### config.mk
export PLATFORM = sky130hd
export DESIGN_NAME = fdivsqrt_seq_ctrl
export DESIGN_NICKNAME = d
export VERILOG_FILES = /design/src/rtl/fdivsqrt_seq_ctrl.sv
export SDC_FILE = /design/constraint.sdc
export NUM_CORES = 1
export LEC_CHECK = 0
export CAP_MARGIN = 20
export CORE_MARGIN = 1.5
export CORE_UTILIZATION = 30
export DETAILED_ROUTE_END_ITERATION = 12
export PLACE_DENSITY = 0.56
export SYNTH_ARGS = -nofsm -noshare
export SYNTH_HDL_FRONTEND = slang
export SYNTH_SLANG_ARGS = --single-unit
### constraint.sdc
create_clock -name clk -period 2.07 [get_ports clk]
set_input_delay 0.3105 -clock clk [delete_from_list [all_inputs] [get_ports clk]]
set_output_delay 0.3105 -clock clk [all_outputs]
set_load 0.01 [all_outputs]
### src/rtl/fdivsqrt_seq_ctrl.sv
// Sequencing controller for the shared divide/square-root iteration datapath.
// Counts the requested iteration steps, then holds the result until Memory accepts it.
module fdivsqrt_seq_ctrl #(
    parameter int DURLEN = 6
) (
    input  logic              clk,
    input  logic              reset,
    input  logic              DivStartE,
    input  logic [DURLEN-1:0] CyclesE,
    input  logic              SpecialCaseE,
    input  logic              StallM,
    input  logic              FlushE,
    output logic              IFDivStartE,
    output logic              IterateE,
    output logic              FDivBusyE,
    output logic              FDivDoneE,
    output logic [DURLEN-1:0] StepE
);

    typedef enum logic [1:0] {
        IDLE = 2'd0,
        BUSY = 2'd1,
        DONE = 2'd2
    } state_t;

    localparam logic [DURLEN-1:0] STEP_ZERO = '0;
    localparam logic [DURLEN-1:0] STEP_ONE  = {{(DURLEN-1){1'b0}}, 1'b1};

    state_t            state_q, state_d;
    logic [DURLEN-1:0] step_q, step_d;
    logic              start;
    logic              in_idle, in_busy, in_done;

    always_ff @(posedge clk) begin
        if (reset) begin
            state_q <= IDLE;
            step_q  <= STEP_ZERO;
        end else begin
            state_q <= state_d;
            step_q  <= step_d;
        end
    end

    // Outputs are forced low while reset is held, even though the registers
    // only clear on the following edge.
    always_comb begin
        in_idle     = (state_q == IDLE);
        in_busy     = (state_q == BUSY) & ~reset;
        in_done     = (state_q == DONE) & ~reset;
        start       = DivStartE & in_idle & ~FlushE & ~reset;
        IFDivStartE = start;
        IterateE    = in_busy;
        FDivDoneE   = in_done;
        FDivBusyE   = start | in_busy;
        StepE       = reset ? STEP_ZERO : step_q;
    end

    always_comb begin
        state_d = state_q;
        step_d  = step_q;
        if (FlushE) begin
            state_d = IDLE;
            step_d  = STEP_ZERO;
        end else begin
            unique case (state_q)
                IDLE: begin
                    if (start) begin
                        if (SpecialCaseE) begin
                            state_d = DONE;
                            step_d  = STEP_ZERO;
                        end else begin
                            state_d = BUSY;
                            // A zero count still performs one step so the counter never wraps.
                            step_d  = (CyclesE == STEP_ZERO) ? STEP_ONE : CyclesE;
                        end
                    end
                end
                BUSY: begin
                    if (step_q > STEP_ONE) begin
                        step_d = step_q - STEP_ONE;
                    end else begin
                        state_d = DONE;
                        step_d  = STEP_ZERO;
                    end
                end
                DONE: begin
                    if (!StallM) begin
                        state_d = IDLE;
                    end
                end
                default: begin
                    state_d = IDLE;
                    step_d  = STEP_ZERO;
                end
            endcase
        end
    end

endmodule

### After elaboration in Yosys (flattened, before gate mapping)

Cells that the tools add are included.
Widths: inputs -> output; s select.

* register bits: 8
* RAM bits: 0
* memory bits (read-only): 0
* logic and storage cells: 34
* memories kept: 0
* input bits: 12
* output and inout port bits: 10
* latch bits: 0

* add/subtract/negate cells: 1
* shift operators: 0
* order comparisons: 1
* divide/modulo/power cells: 0
* reduce and logical (&&, ||, !) cells: 5
* mux-type cells: 11
* bitwise operators: 9
* eq/ne operators: 5
* $mul: 0

Operators by type and width (count)
* $mux 6: 5
* $pmux 6 s3: 1
* $mux 2: 4
* $gt 6x1->1 const B: 1
* $logic_not 6->1: 1
* $ne 2x2->1 const B: 3
* $pmux 2 s3: 1
* $sub 6x1->6 const B: 1
* $and 1x1->1: 5
* $not 1->1: 3
* $reduce_and 3->1: 1
* $eq 2x1->1 const B: 1
* $eq 2x2->1 const B: 1
* $logic_not 2->1: 1
* $reduce_and 2->1: 1
* $reduce_or 2->1: 1
* $or 1x1->1: 1

### Logic depth before layout (Yosys ltp)

Gate-level depths: netlist (run 1).

* depth after elaboration: 6
* mapped depth: 6
* gate-level depth less buffers: 6

### Least setup slack after synthesis (run 1)

Ideal clock, no wire load.

* path kind: input-to-output
* start point: in reset
* end point: out FDivBusyE
* cell stages on the path: 5
* data required time: 1.760 ns
* path buffers: 2
* slack: 0.341 ns
* arrival: 1.419 ns
* cell sequence: clkbuf_1 -> or2_1 -> clkbuf_1 -> nor3_1 -> or2_1

* longest elaborated chain between the ends: 3
* elaborated cells between the ends (all ways): 4
* those cells by class: bitwise (4)

RTL lines
* from (decl): RTL line 7 `input logic reset,`
* $not 1->1: RTL line 50 `start = DivStartE & in_idle & ~FlushE & ~reset;`
* $and 1x1->1: RTL line 50
* net IFDivStartE: RTL line 13 `output logic IFDivStartE,`
* $or 1x1->1: RTL line 54 `FDivBusyE = start | in_busy;`
* to (decl): RTL line 15 `output logic FDivBusyE,`

The timed path passes the listed nets, and every way through them passes these cells.

### Worst setup path in the final report (run 1)

* start point: in reset
* end point: out FDivDoneE

* longest elaborated chain between the ends: 2

RTL lines
* $not 1->1: RTL line 49 `in_done = (state_q == DONE) & ~reset;`
* $and 1x1->1: RTL line 49
* to (decl): RTL line 16 `output logic FDivDoneE,`

No other way between the ends.

==> results of run 1 <==
[registers in the layout (all words and copies together), names as in the netlist]
register,flops
step_q,6
state_q,2
[path summary, 6_finish.rpt]
check	end	slack, ns	depth (start not counted)
hold / removal	step_q[0]	0.52	2
setup reg to reg	step_q[2]	0.38	6
setup / recovery	FDivDoneE	0.12	4
hold reg to reg	step_q[0]	0.52	2
[per-layer routing]
metal,vias to the layer above,wire [um]
li1,361,-
met5,-,0
met4,0,14
met2,23,760
met3,4,112
met1,314,885
[report_power, final]
group | switching (uW) | internal [uW]
Sequential | 6.40 | 158
Combinational | 46.1 | 53.5
Clock | 58.4 | 66.7
Total | 111 | 278
[metrics by stage]
| stage | setup TNS (ns) | cells | hold slack (ns) | worst slack (ns) | util [%] |
|---|---|---|---|---|---|
| after floorplan | 0 | 85 | 0.460 | 0.341 | - |
| after global placement | -0.102 | 134 | 0.502 | -0.0906 | 45.0 |
| after detailed placement | -0.114 | 134 | 0.516 | -0.102 | 45.0 |
| after CTS | 0 | 137 | 0.522 | 0.0237 | 46.3 |
| after global routing | 0 | 137 | 0.562 | 0.0559 | 46.5 |
| final | 0 | 137 | 0.516 | 0.117 | 46.5 |
[cell families after synthesis]
| group | Yosys count |
|---|---|
| AO/OA/AOI/OAI | 26 |
| adder cells (fa/ha/maj) | 2 |
| buffers and inverters | 9 |
| flip-flops | 8 |
| multiplexers | 1 |
| AND/OR/NAND/NOR | 39 |
[area by class of cell]
type	instances	area, um^2
Inverter	6	22.5
Timing Repair Buffer	25	241
Sequential cell	8	161
Tap cell	27	33.8
Fill cell	217	1050
Clock buffer	3	22.5
Multi-Input combinational cell	68	430
[worst min-delay path: cells and delay by family (launching register included)]
| kind | cells | cell delay, ns |
|---|---|---|
| flip-flops | 1 | 0.34 |
| AND/OR/NAND/NOR | 1 | 0.06 |
| AO/OA/AOI/OAI | 1 | 0.06 |
[layout by cell type (no fill, tap or decap), drive strengths merged]
master	n
o21bai	2
o21ai	3
a32oi	1
nor2	11
ha	2
nor2b	3
and4	1
nand2b	3
clkdlybuf4s50	19
buf	4
or3	1
nand2	7
and3	1
inv	6
a21oi	7
mux2i	1
dfxtp	8
dlygate4sd2	1
nor3	5
a22oi	1
a31oi	2
o2111a	1
clkbuf	3
or4	2
a21o	1
nor3b	2
a211oi	2
o22ai	2
o21a	2
a221oi	1
o32ai	1
dlymetal6s2s	1
or2	3
[repair_timing]
action	in CTS	in global routing
resized for setup	2	2
buffers inserted	0	0
endpoints found under the setup margin	2	2
cloned	0	0
pin swaps	0	0
==> flow_metrics.tcl, run 1 <==
set metrics [dict create \
    drc 0 \
    synthMuxAreaShare_pct 1.62 \
    synth_top_family_by_area "simple AND/OR/NAND/NOR gates" \
    critPathTopFamily "buffers and inverters" \
    synth.area.top_cells "dfxtp_1, nor2_1, a21oi_1" \
    die-area_um2 2350 \
    clock_sinks 8 \
    final.min_clock_period_ns 1.95 \
    critical_path_class "primary input to primary output" \
    slew-limit-headroom_pct 75.2 \
    dpl_cell_area_um2 882 \
    area_growth_pct 47.3 \
    synth_top_area_share_pct 25.9 \
    crit-reg2reg-launch "step_q[0]" \
    antenna_found_initial 0 \
    cts_buffer_depth 2 \
    die_width_um 48.4 \
    hold_viol 0 \
    fmax_mhz 512 \
    postRouteAntennaNets 0 \
    use_met1_pct 22.5 \
    synth_edf_count 0 \
    dr.pass1.iters 4 \
    cts_tree "done" \
    synthMostInstantiatedCell "nor2_1" \
    routed_wl_mm 1.77 \
    cp.buffers_inverters 3 \
    slew_violations 0 \
    final_cell_area_um2 912 \
    synthCells 85 \
    period_share_pct 94.3 \
    crit_required_ns 1.76 \
    hold_buffers 0 \
    cp.arrival_ns 1.64 \
    netlist_top_cells_count "nor2_1, dfxtp_1, a21oi_1, nand2_1, inv_1" \
    synthXorXnorAreaFrac_pct 0 \
    fin_nets 126 \
    worstHoldPathType "flop to flop" \
    cp_slowest_stage_delay_ns 0.56 \
    start_kind "primary input" \
    startpoint "reset" \
    slowest_stage "clkdlybuf4s50_1" \
    grt-ovfl-total 0 \
    setup_violations 0 \
    synth_fp_nets 99 \
    io_buffer_count 21 \
    wl_per_cell_um 12.9 \
    rows 16 \
    initialDrtViolationCount 14 \
    power.total_uw 389 \
    clk_pin_slew_ns 0.06 \
    power.leakage_uw 0.000343 \
    path_max_fanout 9 \
    postSynthAreaPerCell_um2 7.29 \
    p_per_area_nw_per_um2 427 \
    grt_max_degree 14 \
    met2_usage_pct 24.1 \
    synth_simple_gate_area_share_pct 32.9 \
    synthArstFlopShare_pct 0 \
    ir_drop_mv 0.215 \
    synth_compound_area_share_pct 30.1 \
    grtUsageMet3_pct 3.70 \
    clk_latency_ns 0.26 \
    end_kind "primary output" \
    drive_above_1_share_pct 10.9 \
    yosysTopAreaCell "dfxtp_1" \
    core_area_um2 1960 \
    ioPinCount 22 \
    rsz0062_at_grt "false" \
    finalClockSkew_ns 0.00612 \
    synth_warnings 0 \
    cts_root_buffer "clkbuf_4" \
    ys_types 32 \
    grt.busiest_layer "met2" \
    synth_flop_cell "dfxtp_1" \
    chipHeight_um 48.4 \
    syn_area_um2 619 \
    routed_via_density 5.12 \
    synth_fa_ha_area_share_pct 4.04 \
    vias 702 \
    track_usage_pct 15.8 \
    worst_pin_slew_ns 0.368 \
    synth-seq-cells 8 \
    grt_pass1_vias 638 \
    crit_top_cell "clkdlybuf4s50_1" \
    hpwlAfterDp_mm 1.36 \
    status "completed" \
    start_util_pct 31.6 \
    num_antenna_cells 0 \
    grt_pass1_wl_mm 2.95 \
    crit_chain "clkdlybuf4s50_1 -> buf_4 -> nor3b_1 -> clkdlybuf4s50_1" \
    htreeDepth 1 \
    numCtsBuffers 3 \
    max_cap_violations 0 \
    min_from "step_q[0]" \
    ys_seq_area_share_pct 25.9 \
    place.gp.congestion 0.792 \
]
Power figures use the tool's default switching activity.
==> inputs of run 2 (changes only) <==
--- a/config.mk
+++ b/config.mk
@@ -9,7 +9,8 @@
 export CORE_MARGIN = 1.5
 export CORE_UTILIZATION = 30
 export DETAILED_ROUTE_END_ITERATION = 12
-export PLACE_DENSITY = 0.56
+export DONT_BUFFER_PORTS = 1
+export PLACE_DENSITY = 0.43
 export SYNTH_ARGS = -nofsm -noshare
 export SYNTH_HDL_FRONTEND = slang
 export SYNTH_SLANG_ARGS = --single-unit
==> run 2 against run 1 <==
Total power shrank 9.4%; register-to-register slack better by 0.05 ns; critical path type is now flop to primary output; largest power group unchanged; critical path depth is the same.
==> flow_metrics.tcl, run 2 (synthesized netlist as in run 1, its figures left out) <==
set metrics [dict create \
    antenna_found_initial 0 \
    num_antenna_cells 0 \
    worstHoldPathType "primary input to flop" \
    reg.largest.list "step_q x6, state_q x2" \
    slew_violations 0 \
    status "completed" \
    p_per_area_nw_per_um2 514 \
    power.leakage_uw 0.000240 \
    largest_reg_flops 6 \
    worst-r2r-setup-slack_ns 0.43 \
    fmax_mhz 580 \
    die-area_um2 2350 \
    fin_nets 104 \
    numCtsBuffers 3 \
    setup_violations 0 \
    final_common_cell "nor2_1" \
    clk_pin_slew_ns 0.06 \
    final.min_clock_period_ns 1.72 \
    area_growth_pct 10.9 \
    ctsResizeCount 0 \
    rsz0062_at_grt "false" \
    worstSetupEndpoint "FDivBusyE" \
    vias 614 \
    crit_required_ns 1.76 \
    finalClockSkew_ns 0.00735 \
    postRouteAntennaNets 0 \
    final_cell_mix "nor2_1, dfxtp_1, a21oi_1, nand2_1, inv_1" \
    drive_above_1_share_pct 10.2 \
    worst_pin_slew_ns 0.383 \
    grt-ovfl-total 0 \
    routed_wl_mm 1.66 \
    place.gp.congestion 0.768 \
    ir_drop_mv 0.202 \
    hold_viol 0 \
    startpoint "state_q[1]" \
    wl_per_cell_um 14.4 \
    grt_pass1_wl_mm 2.79 \
    cts_root_buffer "clkbuf_4" \
    critical_path_class "flop to primary output" \
    hold_buffers 0 \
    htreeDepth 1 \
    use_met1_pct 20.2 \
    clk_latency_ns 0.26 \
    die_width_um 48.4 \
    io_buffer_count 0 \
    crit-reg2reg-launch "step_q[5]" \
    slew-limit-headroom_pct 74.3 \
    core_area_um2 1960 \
    chipHeight_um 48.4 \
    path_max_fanout 8 \
    grt_max_degree 13 \
    r2r_cells 4 \
    clock_sinks 8 \
    grt.busiest_layer "met2" \
    fill_cells 237 \
    end_kind "primary output" \
    rows 16 \
    cts_tree "done" \
    dr.pass1.iters 4 \
    regMostFlops "step_q" \
    routed_via_density 5.34 \
    initialDrtViolationCount 9 \
    r2r_end "step_q[1]" \
    cp.arrival_ns 1.41 \
    start_kind "flop" \
    track_usage_pct 15.2 \
    drc 0 \
    hpwlAfterDp_mm 1.31 \
    met2_usage_pct 22.5 \
    final_util_pct 35.0 \
    start_util_pct 31.6 \
    max_cap_violations 0 \
    setup-tns-final_ns 0 \
    grtUsageMet3_pct 4.94 \
    cts_buffer_depth 2 \
    period_share_pct 83.3 \
    cts_setup_buffers 0 \
    ioPinCount 22 \
    grt_pass1_vias 613 \
]
==> run 2: metrics by stage <==
stage | total power [uW] | instances | setup WS, ns | hold WS, ns | area, um^2
3_5_place_dp | 231 | 112 | 0.416 | 0.493 | 664
5_1_grt | 378 | 115 | 0.244 | 0.238 | 687
6_report | 353 | 115 | 0.345 | 0.231 | 687
2_1_floorplan | 218 | 85 | 0.341 | 0.460 | 619
4_1_cts | 358 | 115 | 0.336 | 0.224 | 687
3_3_place_gp | 233 | 112 | 0.411 | 0.474 | 664
==> run 2: worst max-delay path, stage by stage, from the launching register on <==
cell and delay, ns:
dfxtp_1 0.43, nand2b_1 0.24, nor3_1 0.07, buf_4 0.15, or2_1 0.26
==> run 2: how the worst min path moves through the flow <==
| stage | from | endpoint | slack, ns | depth (start not counted) |
|---|---|---|---|---|
| after floorplan | step_q[0] | step_q[0] | 0.46 | 2 |
| after global placement | step_q[0] | step_q[0] | 0.47 | 2 |
| after detailed placement | CyclesE[2] | step_q[2] | 0.49 | 2 |
| after CTS | CyclesE[2] | step_q[2] | 0.22 | 2 |
| after global routing | CyclesE[2] | step_q[2] | 0.24 | 2 |
| final | CyclesE[2] | step_q[2] | 0.23 | 2 |
==> run 2: layer usage <==
layer,wire length [um],vias up
met2,715,17
li1,-,313
met3,119,3
met4,26,0
met5,0,-
met1,795,281
==> run 2: layout make-up <==
type                            instances  area [um^2]  area share, %
Multi-Input combinational cell         68          425           61.9
Sequential cell                         8          160           23.3
Tap cell                               27         33.8           4.92
Clock buffer                            3         22.5           3.28
Timing Repair Buffer                    3         22.5           3.28
Inverter                                6         22.5           3.28
==> run 2: power by group <==
group / internal [uW] / total [uW] / switching, uW / leakage, uW
Sequential: 158 / 163 / 4.48 / 0.0000648
Combinational: 27.2 / 65.1 / 37.9 / 0.000162
Clock: 66.7 / 125 / 58.5 / 0.0000138
